===== src/rtl/fg_multi_waveform_gen_pkg.sv =====
// fg_pkg: shared definitions for the multi-channel slope generator.
//   fg_state_e : slope FSM state encoding (IDLE=0, RISE=1, ON=2, FALL=3)
//   ch_idx_w   : width of a channel index for a given channel count (min 1)
//   cfg_w      : width of one packed config record
//                {period, on, k_rise, k_fall, amp, en, invert}
package fg_pkg;

  typedef enum logic [1:0] {
    ST_IDLE = 2'd0,
    ST_RISE = 2'd1,
    ST_ON   = 2'd2,
    ST_FALL = 2'd3
  } fg_state_e;

  function automatic int ch_idx_w(input int n);
    return (n > 1) ? $clog2(n) : 1;
  endfunction

  function automatic int cfg_w(input int cb, input int w);
    return 2 * cb + 3 * w + 2;
  endfunction

endpackage


===== src/rtl/fg_multi_waveform_gen_if.sv =====
// Config write port of fg_multi_waveform_gen.
//   cfg_valid/cfg_ready : handshake
//   cfg_ch              : target channel
//   cfg_period/cfg_on   : last counter value of the period / fall start count
//   cfg_k_rise/k_fall   : unsigned rise and fall steps
//   cfg_amp             : amplitude
//   cfg_en/cfg_invert   : channel enable / output amp-val
// Handshake: a write transfers on every clock edge where cfg_valid and
// cfg_ready are both high. cfg_ready is combinational from cfg_ch (it is low
// only while the addressed channel still holds an uncommitted write), so the
// master may change cfg_ch while waiting; it must hold the payload stable
// while cfg_valid is high and cfg_ready is low.
interface fg_multi_waveform_gen_if import fg_pkg::*; #(
  parameter int CHANNELS          = 2,
  parameter int COUNTER_BITWIDTH  = 32,
  parameter int WAVEFORM_BITWIDTH = 16
);
  localparam int CHW = ch_idx_w(CHANNELS);

  logic                         cfg_valid;
  logic                         cfg_ready;
  logic [CHW-1:0]               cfg_ch;
  logic [COUNTER_BITWIDTH-1:0]  cfg_period;
  logic [COUNTER_BITWIDTH-1:0]  cfg_on;
  logic [WAVEFORM_BITWIDTH-1:0] cfg_k_rise;
  logic [WAVEFORM_BITWIDTH-1:0] cfg_k_fall;
  logic [WAVEFORM_BITWIDTH-1:0] cfg_amp;
  logic                         cfg_en;
  logic                         cfg_invert;

  modport master (
    output cfg_valid, cfg_ch, cfg_period, cfg_on, cfg_k_rise, cfg_k_fall,
           cfg_amp, cfg_en, cfg_invert,
    input  cfg_ready
  );

  modport slave (
    input  cfg_valid, cfg_ch, cfg_period, cfg_on, cfg_k_rise, cfg_k_fall,
           cfg_amp, cfg_en, cfg_invert,
    output cfg_ready
  );

endinterface


===== src/rtl/fg_slope_channel.sv =====
// One generator channel: active config registers, period counter, slope FSM,
// clamped accumulator, invert and period_start pulse.
//   clk_i, rst_i     : clock, synchronous active-high reset
//   clk_en_i, sync_i : sample tick, phase realign (sampled on ticks only)
//   pending_i        : shadow_i holds an uncommitted write
//   shadow_i         : packed {period, on, k_rise, k_fall, amp, en, invert}
//   commit_o         : shadow is copied into the active registers this cycle
//   out_o            : registered sample {1'b0, invert ? amp-val : val}
//   period_start_o   : registered pulse on the tick the counter becomes 0
//   state_o          : current FSM state (debug)
module fg_slope_channel import fg_pkg::*; #(
  parameter int CB = 32,
  parameter int W  = 16
) (
  input  logic                  clk_i,
  input  logic                  rst_i,
  input  logic                  clk_en_i,
  input  logic                  sync_i,
  input  logic                  pending_i,
  input  logic [2*CB+3*W+1:0]   shadow_i,
  output logic                  commit_o,
  output logic [W:0]            out_o,
  output logic                  period_start_o,
  output logic [1:0]            state_o
);
  localparam logic [CB-1:0] CNT_ONE = 1;

  fg_state_e     state_q, state_d;
  logic [CB-1:0] cnt_q, cnt_d, period_q, period_d, on_q, on_d;
  logic [W-1:0]  val_q, val_d, kr_q, kr_d, kf_q, kf_d, amp_q, amp_d;
  logic          en_q, en_d, inv_q, inv_d, ps_q, ps_d;
  logic [W:0]    out_q, out_d;
  logic [W:0]    rise_sum;
  logic          wrap;

  always_comb begin
    period_d = period_q;
    on_d     = on_q;
    kr_d     = kr_q;
    kf_d     = kf_q;
    amp_d    = amp_q;
    en_d     = en_q;
    inv_d    = inv_q;
    state_d  = state_q;
    cnt_d    = cnt_q;
    val_d    = val_q;
    ps_d     = 1'b0;
    wrap     = sync_i || (cnt_q == period_q);
    // The sum is one bit wider so an overflowing step still clamps to amp.
    rise_sum = {1'b0, val_q} + {1'b0, kr_q};
    // A disabled channel takes new config on any cycle; a running one only
    // at its period boundary so the waveform never glitches mid-period.
    commit_o = pending_i && (!en_q || (clk_en_i && wrap));

    if (commit_o) begin
      {period_d, on_d, kr_d, kf_d, amp_d, en_d, inv_d} = shadow_i;
    end

    if (!en_q) begin
      cnt_d   = '0;
      state_d = ST_IDLE;
      val_d   = '0;
    end else if (clk_en_i) begin
      ps_d  = wrap;
      cnt_d = wrap ? '0 : cnt_q + CNT_ONE;
      // Transitions use the pre-update counter and value.
      case (state_q)
        ST_IDLE: if (cnt_q == '0) state_d = ST_RISE;
        ST_RISE: begin
          if (cnt_q == on_q)          state_d = ST_FALL;
          else if (val_q == amp_q)    state_d = ST_ON;
          else if (cnt_q == period_q) state_d = ST_IDLE;
        end
        ST_ON: begin
          if (cnt_q == '0)        state_d = ST_RISE;
          else if (cnt_q == on_q) state_d = ST_FALL;
        end
        ST_FALL: begin
          if (cnt_q == '0)      state_d = ST_RISE;
          else if (val_q == '0) state_d = ST_IDLE;
        end
        default: state_d = ST_IDLE;
      endcase
      // The value follows the state being entered.
      case (state_d)
        ST_IDLE: val_d = '0;
        ST_RISE: val_d = (rise_sum > {1'b0, amp_q}) ? amp_q : rise_sum[W-1:0];
        ST_ON:   val_d = amp_q;
        ST_FALL: val_d = (val_q < kf_q) ? '0 : val_q - kf_q;
        default: val_d = '0;
      endcase
    end

    out_d          = {1'b0, inv_q ? amp_q - val_q : val_q};
    out_o          = out_q;
    period_start_o = ps_q;
    state_o        = state_q;
  end

  always_ff @(posedge clk_i) begin
    if (rst_i) begin
      state_q  <= ST_IDLE;
      cnt_q    <= '0;
      val_q    <= '0;
      period_q <= '0;
      on_q     <= '0;
      kr_q     <= '0;
      kf_q     <= '0;
      amp_q    <= '0;
      en_q     <= 1'b0;
      inv_q    <= 1'b0;
      ps_q     <= 1'b0;
      out_q    <= '0;
    end else begin
      state_q  <= state_d;
      cnt_q    <= cnt_d;
      val_q    <= val_d;
      period_q <= period_d;
      on_q     <= on_d;
      kr_q     <= kr_d;
      kf_q     <= kf_d;
      amp_q    <= amp_d;
      en_q     <= en_d;
      inv_q    <= inv_d;
      ps_q     <= ps_d;
      out_q    <= out_d;
    end
  end

endmodule


===== src/rtl/fg_multi_waveform_gen.sv =====
// Multi-channel trapezoid/triangle waveform generator.
//   clk_i, rst_i   : clock, synchronous active-high reset
//   clk_en_i       : sample-rate tick
//   sync_i         : on a tick, realign every enabled channel to counter 0
//   cfg            : config write port (slave side)
//   out_o          : channel n at [n*(W+1) +: W+1], MSB always 0
//   period_start_o : per-channel registered period-start pulse
//   dbg_state_o    : channel n FSM state at [2*n +: 2]
// Holds the per-channel shadow/pending registers and the write demux;
// each channel decides itself when its shadow may be committed.
module fg_multi_waveform_gen import fg_pkg::*; #(
  parameter int CHANNELS          = 2,
  parameter int COUNTER_BITWIDTH  = 32,
  parameter int WAVEFORM_BITWIDTH = 16
) (
  input  logic                                         clk_i,
  input  logic                                         rst_i,
  input  logic                                         clk_en_i,
  input  logic                                         sync_i,
  fg_multi_waveform_gen_if.slave                       cfg,
  output logic [CHANNELS*(WAVEFORM_BITWIDTH+1)-1:0]    out_o,
  output logic [CHANNELS-1:0]                          period_start_o,
  output logic [2*CHANNELS-1:0]                        dbg_state_o
);
  localparam int CB   = COUNTER_BITWIDTH;
  localparam int W    = WAVEFORM_BITWIDTH;
  localparam int CFGW = cfg_w(CB, W);

  logic [CHANNELS-1:0][CFGW-1:0] shadow_q, shadow_d;
  logic [CHANNELS-1:0]           pending_q, pending_d, commit;
  logic                          ch_ok, accept;

  always_comb begin
    // Writes to a channel index that does not exist are swallowed.
    ch_ok         = int'(cfg.cfg_ch) < CHANNELS;
    cfg.cfg_ready = 1'b1;
    if (ch_ok) cfg.cfg_ready = !pending_q[cfg.cfg_ch];
    accept    = cfg.cfg_valid && cfg.cfg_ready && ch_ok;
    shadow_d  = shadow_q;
    // accept requires pending clear, so it never races a commit.
    pending_d = pending_q & ~commit;
    if (accept) begin
      shadow_d[cfg.cfg_ch]  = {cfg.cfg_period, cfg.cfg_on, cfg.cfg_k_rise,
                               cfg.cfg_k_fall, cfg.cfg_amp, cfg.cfg_en,
                               cfg.cfg_invert};
      pending_d[cfg.cfg_ch] = 1'b1;
    end
  end

  always_ff @(posedge clk_i) begin
    if (rst_i) begin
      shadow_q  <= '0;
      pending_q <= '0;
    end else begin
      shadow_q  <= shadow_d;
      pending_q <= pending_d;
    end
  end

  for (genvar n = 0; n < CHANNELS; n++) begin : g_ch
    fg_slope_channel #(.CB(CB), .W(W)) u_ch (
      .clk_i          (clk_i),
      .rst_i          (rst_i),
      .clk_en_i       (clk_en_i),
      .sync_i         (sync_i),
      .pending_i      (pending_q[n]),
      .shadow_i       (shadow_q[n]),
      .commit_o       (commit[n]),
      .out_o          (out_o[n*(W+1) +: W+1]),
      .period_start_o (period_start_o[n]),
      .state_o        (dbg_state_o[2*n +: 2])
    );
  end

endmodule


===== src/flat_wrapper.sv =====
// flat-port wrapper written by rule: the top's interface ports become plain ports
module fg_multi_waveform_gen_flat import fg_pkg::*;
#(
  parameter int CHANNELS          = 2,
  parameter int COUNTER_BITWIDTH  = 32,
  parameter int WAVEFORM_BITWIDTH = 16
)
  (clk_i, rst_i, clk_en_i, sync_i, out_o, period_start_o, dbg_state_o, cfg_cfg_valid, cfg_cfg_ch, cfg_cfg_period, cfg_cfg_on, cfg_cfg_k_rise, cfg_cfg_k_fall, cfg_cfg_amp, cfg_cfg_en, cfg_cfg_invert, cfg_cfg_ready);
  fg_multi_waveform_gen_if #(.CHANNELS(CHANNELS), .COUNTER_BITWIDTH(COUNTER_BITWIDTH), .WAVEFORM_BITWIDTH(WAVEFORM_BITWIDTH)) cfg_i ();
  input  logic clk_i;
  input  logic rst_i;
  input  logic clk_en_i;
  input  logic sync_i;
  output logic [CHANNELS*(WAVEFORM_BITWIDTH+1)-1:0] out_o;
  output logic [CHANNELS-1:0] period_start_o;
  output logic [2*CHANNELS-1:0] dbg_state_o;
  input wire logic [$bits(cfg_i.cfg_valid)-1:0] cfg_cfg_valid;
  input wire logic [$bits(cfg_i.cfg_ch)-1:0] cfg_cfg_ch;
  input wire logic [$bits(cfg_i.cfg_period)-1:0] cfg_cfg_period;
  input wire logic [$bits(cfg_i.cfg_on)-1:0] cfg_cfg_on;
  input wire logic [$bits(cfg_i.cfg_k_rise)-1:0] cfg_cfg_k_rise;
  input wire logic [$bits(cfg_i.cfg_k_fall)-1:0] cfg_cfg_k_fall;
  input wire logic [$bits(cfg_i.cfg_amp)-1:0] cfg_cfg_amp;
  input wire logic [$bits(cfg_i.cfg_en)-1:0] cfg_cfg_en;
  input wire logic [$bits(cfg_i.cfg_invert)-1:0] cfg_cfg_invert;
  output wire logic [$bits(cfg_i.cfg_ready)-1:0] cfg_cfg_ready;
  assign cfg_i.cfg_valid = cfg_cfg_valid;
  assign cfg_i.cfg_ch = cfg_cfg_ch;
  assign cfg_i.cfg_period = cfg_cfg_period;
  assign cfg_i.cfg_on = cfg_cfg_on;
  assign cfg_i.cfg_k_rise = cfg_cfg_k_rise;
  assign cfg_i.cfg_k_fall = cfg_cfg_k_fall;
  assign cfg_i.cfg_amp = cfg_cfg_amp;
  assign cfg_i.cfg_en = cfg_cfg_en;
  assign cfg_i.cfg_invert = cfg_cfg_invert;
  assign cfg_cfg_ready = cfg_i.cfg_ready;
  fg_multi_waveform_gen #(.CHANNELS(CHANNELS), .COUNTER_BITWIDTH(COUNTER_BITWIDTH), .WAVEFORM_BITWIDTH(WAVEFORM_BITWIDTH)) u_core (.clk_i(clk_i), .rst_i(rst_i), .clk_en_i(clk_en_i), .sync_i(sync_i), .cfg(cfg_i), .out_o(out_o), .period_start_o(period_start_o), .dbg_state_o(dbg_state_o));
endmodule

===== config.mk =====
export PLATFORM = sky130hd
export DESIGN_NAME = fg_multi_waveform_gen_flat
export DESIGN_NICKNAME = d
export VERILOG_FILES = /design/src/rtl/fg_multi_waveform_gen_pkg.sv /design/src/rtl/fg_multi_waveform_gen_if.sv /design/src/rtl/fg_slope_channel.sv /design/src/rtl/fg_multi_waveform_gen.sv /design/src/flat_wrapper.sv
export SDC_FILE = /design/constraint.sdc
export NUM_CORES = 2
export LEC_CHECK = 0
export CORE_ASPECT_RATIO = 1.75
export CORE_MARGIN = 1
export CORE_UTILIZATION = 58
export DETAILED_ROUTE_END_ITERATION = 6
export PLACE_DENSITY = 0.88
export SLEW_MARGIN = 10
export SYNTH_ARGS = -nofsm -noshare
export SYNTH_HDL_FRONTEND = slang
export SYNTH_SLANG_ARGS = --single-unit
export TNS_END_PERCENT = 100

===== constraint.sdc =====
create_clock -name clk_i -period 12.1 [get_ports clk_i]
set_clock_uncertainty 0.2 [all_clocks]
set_input_delay 2.42 -clock clk_i [delete_from_list [all_inputs] [get_ports clk_i]]
set_output_delay 2.42 -clock clk_i [all_outputs]
set_load 0.05 [all_outputs]

Word level (Yosys, flattened, before mapping) --
Cells that the tools add are included.
Operators by class: add/subtract/negate cells 8, order comparisons 6, eq/ne operators 18, mux-type cells 40, bitwise gates (word level) 6, reductions and logical operators 25
Operators by type and width (count):
- $bwmux W228 | 1
- $eq A32 B32 Y1 | 4
- $pmux W16 S4 | 2
- $demux W114 S1 | 1
- $mux W114 | 1
- $mux W16 | 6
- $add A32 B1 Y32 const B | 2
- $logic_not A32 Y1 | 2
- $mux W32 | 2
- $sub A16 B16 Y16 | 4
- $mux W2 | 21
- $add A16 B16 Y17 | 2
- $gt A17 B16 Y1 | 2
- $eq A16 B16 Y1 | 2
- $logic_not A16 Y1 | 2
- $lt A16 B16 Y1 | 2
- $eq A2 B2 Y1 const B | 8
- $pmux W2 S4 | 2
- $eq A2 B1 Y1 const B | 4
- $logic_not A2 Y1 | 4
- $logic_and A1 B1 Y1 | 6
- $reduce_or A3 Y1 | 2
- $logic_or A1 B1 Y1 | 4
- $reduce_or A2 Y1 | 2
- 9 further kinds | 15
Storage, ports and cells: bits in registers 594, input bits 120

Logic depth before layout (Yosys ltp) --
depth after elaboration 9, depth in mapped cells 22, mapped depth without buffers 20

Hierarchy --
A second synthesis with hierarchy kept.
Unflattened totals: cells, all modules 3543, area total of the unflattened synthesis 30558.1 um2
By module, submodules not included:
- fg_slope_channel at u_core.g_ch[0].u_ch | instances 1, cells an instance 1380, area each 10809.1 um2, sequential area each 3623.5 um2
- fg_slope_channel at u_core.g_ch[1].u_ch | instances 1, cells an instance 1290, area each 10332.4 um2, sequential area each 3623.5 um2
- fg_multi_waveform_gen | instances 1, cells an instance 873, area each 9416.5 um2, sequential area each 4604.4 um2

Worst setup path before layout --
OpenSTA, ideal clock, no wires.
path type input -> output, start in cfg_cfg_ch, end out cfg_cfg_ready, data arrival time 3266 ps, data required time 9480 ps, slack 6214 ps, stages on the path 1, buffers on the path 0, path through mux2i_1
On the way: longest elaborated chain between the ends 3
RTL lines:
- start, declared | RTL line flat_wrapper.sv:18 | input wire logic [$bits(cfg_i.cfg_ch)-1:0] cfg_cfg_ch;
- $mux W1 (implied by the code) (2 in series) | RTL line fg_multi_waveform_gen.sv:37 | if (ch_ok) cfg.cfg_ready = !pending_q[cfg.cfg_ch];
- $logic_not A1 Y1 | RTL line fg_multi_waveform_gen.sv:37
- end, declared | RTL line flat_wrapper.sv:26 | output wire logic [$bits(cfg_i.cfg_ready)-1:0] cfg_cfg_ready;
Every way passes these cells. The select of a mux whose other input is x is not followed.

Worst setup path after layout --
Same ends and word-level chain as after synthesis.

==> impl_results.md <==
* Remaining DRCs at 0
* Pwr per Cell Area at about 130 nW/um^2
* Vias per Instance at between 5 and 6
* YS warnings at 0
* Most Frequent Cell on Critical Path: clkdlybuf4s50_1
* Minimum clock period at 6.66 ns
* Main synth FF type: dfxtp_1
* Placed cell count at between 4k and 5k
* # IOs at 161
* Max Root-Sink Buffers at 3
* Crit start category: primary input
* Hold wc startpoint: u_core.shadow_q[45]
* Combinational fraction of design power at 7.8%
* Number of detailed-route iterations in the first pass at 7
* R2R Setup Slk at between 6 and 7 ns
* Final Instance Area at between 30000 and 40000 um^2
* Initial antenna violation count at 2
* PostCTS Resize Cnt at 0
* Hold Path End: u_core.g_ch[0].u_ch.kr_q[11]
* Site Rows at ~110
* Critical path's slowest cell: clkdlybuf4s50_1
* Hold Crit Class: register to register
* Area Growth Syn to Fin at 11.7%
* Hold path cells at 2
* Critical path endpoint category: output port
* WP data required at around 9.5 ns
* Final GP Congestion at around 0.97
* Worst r2r src: u_core.g_ch[0].u_ch.val_q[1]
* Measured slew at the worst slew-check pin at between 1 and 1.5 ns
* Flops & latches, synth at 592
* Via count at approximately 26k
* Final nets at 3887
* Gr usage total at ~34%
* Net Sw Power at between 900 and 1000 uW
* Pins Over Slew Limit at 0
* TritonCTS clock tree: built
* Final Cycle Share at 55.0%
* Max Freq at between 0.15 and 0.2 GHz
* Reg2reg path depth at 18
* Critical path cell sequence: clkdlybuf4s50_1, mux2i_1, clkdlybuf4s50_1
* Layout Utilization at 65.5%
* Largest net degree at the start of global routing at approximately 110
* Layout cells sized above 1 at ~4%
* Max H-tree Level at 2
* # diodes at 0
* HPWL after DPL at slightly above 60 mm
* CP Buf/Inv Count at 2
* Avg WL per Cell at between 15 and 20 um
* Commonest non-fill, non-tap cell in the layout: nand2_1
* Hold Vio Cnt, Final at 0
* Worst skew pair latency at ~0.60 ns
* WP data arrival at 4.04 ns
* Dpl cell area at between 30000 and 40000 um^2
* Clock share of power at 42.3%
* Synth area leader: dfxtp_1
* First-pass GRT wire length at 131 mm
* Asr flop ratio synth at 0%
* Leakage at about 0.012 uW
* Die footprint at 50200 um^2
* Sw frac at 24.5%
* Crit Path Class: primary input to output port
* Initial core utilization at between 50% and 60%
* TritonCTS Sinks at around 590
* Top cell type's share of synthesized area at about two fifths
* CTS root buf: clkbuf_16
* Number of non-filler instances in the completed layout at approximately 4.3k
* Die X at approximately 170 um
* RSZ-0062 raised after global routing: no
* Status: finished clean
* Total CTS buffers at 51
* Clock transition at the registers of the reported paths at ~0.07 ns
* Post-CTS Setup Bufs at 0
* CP top delay family: buffers and inverters
* Worst path max stage delay at between 0.8 and 0.9 ns
* Number of I/O port buffers at approximately 160
* Slew margin rel. at 18.9%
* Synth Cell Area at about 29000 um^2
* Cell variety after synth at 86
* Die Ht at approximately 300 um
* Sequential fraction of the synthesis area at 41.5%
* Max_cap viols at 0
* Syn avg cell area at slightly below 8 um^2
* Core box area at 48700 um^2
* Reg2reg end: u_core.g_ch[0].u_ch.val_q[2]
* Cts hold-fix bufs at 0
* Critical Path Source: cfg_cfg_ch
* DR iter-0 viols at between 2k and 2.5k
* Peak VDD IR at 0.141 mV
* Routed Antenna Nets at 0
* Most frequent cells in the layout: nand2_1 (1022), dfxtp_1 (592), a21oi_1 (518)
* Total grt overflow at 0
* Final setup vio count at 0
* Final setup TNS at 0 ns
* CP max FO at 4
* Int Pwr at 3060 uW
* Post-synth EDFFs at 0
* Final WL at 85.3 mm
* Post-Syn Instances at between 3k and 4k
* Vias in the first global route at ~24k
* Seq pwr share at 49.9%
* Synth area leaders: dfxtp_1 (41%), nand2_1 (13%), a21oi_1 (9.1%)
## final cells by class
class | count | area, um^2
timing repair buffer | 175 | 1710
fill | 4033 | 16800
inverter | 126 | 473
multi-input combinational | 2685 | 15300
clock buffer | 72 | 1470
sequential | 592 | 11900
tap | 654 | 818
clock inverter | 22 | 270
## per-stage QoR
stage / worst slack, ns / hold WS [ns] / total power [uW]
3_3_place_gp: 5.46 / 0.235 / 2370
5_1_grt: 5.40 / 0.256 / 4160
6_report: 5.44 / 0.239 / 4050
2_1_floorplan: 6.21 / 0.232 / 2250
4_1_cts: 5.44 / 0.244 / 4050
3_5_place_dp: 5.44 / 0.242 / 2370
## synth_stat cells, types with 13 or more instances
cell type,count
o21ai_0,46
a21o_1,25
buf_1,13
clkbuf_1,170
xnor2_1,110
ha_1,130
nand3_1,49
a211oi_1,22
a222oi_1,16
nand4_1,47
dfxtp_1,592
mux2i_1,36
and3_1,18
nor3_1,33
nor2b_1,21
a21oi_1,520
nor2_1,165
xor2_1,153
inv_1,126
o21a_1,15
nor4_1,47
nand2_1,1024
buf_2,47
## state kept, by name, indices dropped and copies added, names as in the netlist
signal and cells:
u_core.pending_q 2, u_core.g_ch.u_ch.state_o 4, u_core.g_ch.u_ch.kr_q 32, u_core.g_ch.u_ch.kf_q 32
u_core.g_ch.u_ch.inv_q 2, u_core.g_ch.u_ch.period_start_o 2, u_core.g_ch.u_ch.val_q 32, u_core.g_ch.u_ch.en_q 2
u_core.shadow_q 228, u_core.g_ch.u_ch.out_o 32, u_core.g_ch.u_ch.amp_q 32, u_core.g_ch.u_ch.on_q 64
u_core.g_ch.u_ch.cnt_q 64, u_core.g_ch.u_ch.period_q 64
## layer usage
layer / wire (um) / vias up / track usage, %
met2: 41200 / 1175 / 58.3
met5: 31 / - / 0
met4: 8670 / 4 / 30.0
li1: - / 12188 / -
met1: 29900 / 11898 / 36.1
met3: 5480 / 404 / 4.12
## how the worst max path moves through the flow
stage	end	slack [ns]	cells past startpoint
finish	cfg_cfg_ready	5.44	3
global route	cfg_cfg_ready	5.40	3
CTS	cfg_cfg_ready	5.44	3
detailed placement	cfg_cfg_ready	5.44	3
global placement	cfg_cfg_ready	5.46	3
floorplan	cfg_cfg_ready	6.21	1
## tightest hold or removal path, delay by kind of cell, from the launching register on
kind               cells  cell delay [ns]
DFF                    1             0.31
and+or+nand+nor        1             0.05
AOI/OAI and AO/OA      1             0.05
## power groups by stage
| stage | sequential, uW | combinational, uW | clock, uW |
|---|---|---|---|
| 5_1_grt | 2020 | 340 | 1790 |
| 6_report | 2020 | 317 | 1710 |
| 4_1_cts | 2020 | 311 | 1720 |
| 3_5_place_dp | 2060 | 308 | 0 |
| 3_3_place_gp | 2060 | 305 | 0 |
| 2_1_floorplan | 2050 | 198 | 0 |
## kinds of logic after synthesis
logic type / synth area share (%)
simple gates: 21.8
compound gates: 16.1
flops: 41.5
buf+inv: 5.17
xor+xnor: 8.06
fa+ha+maj: 6.11
mux: 1.30
other cells: 0.0131
Note: power is estimated with default switching activity, not from simulation.
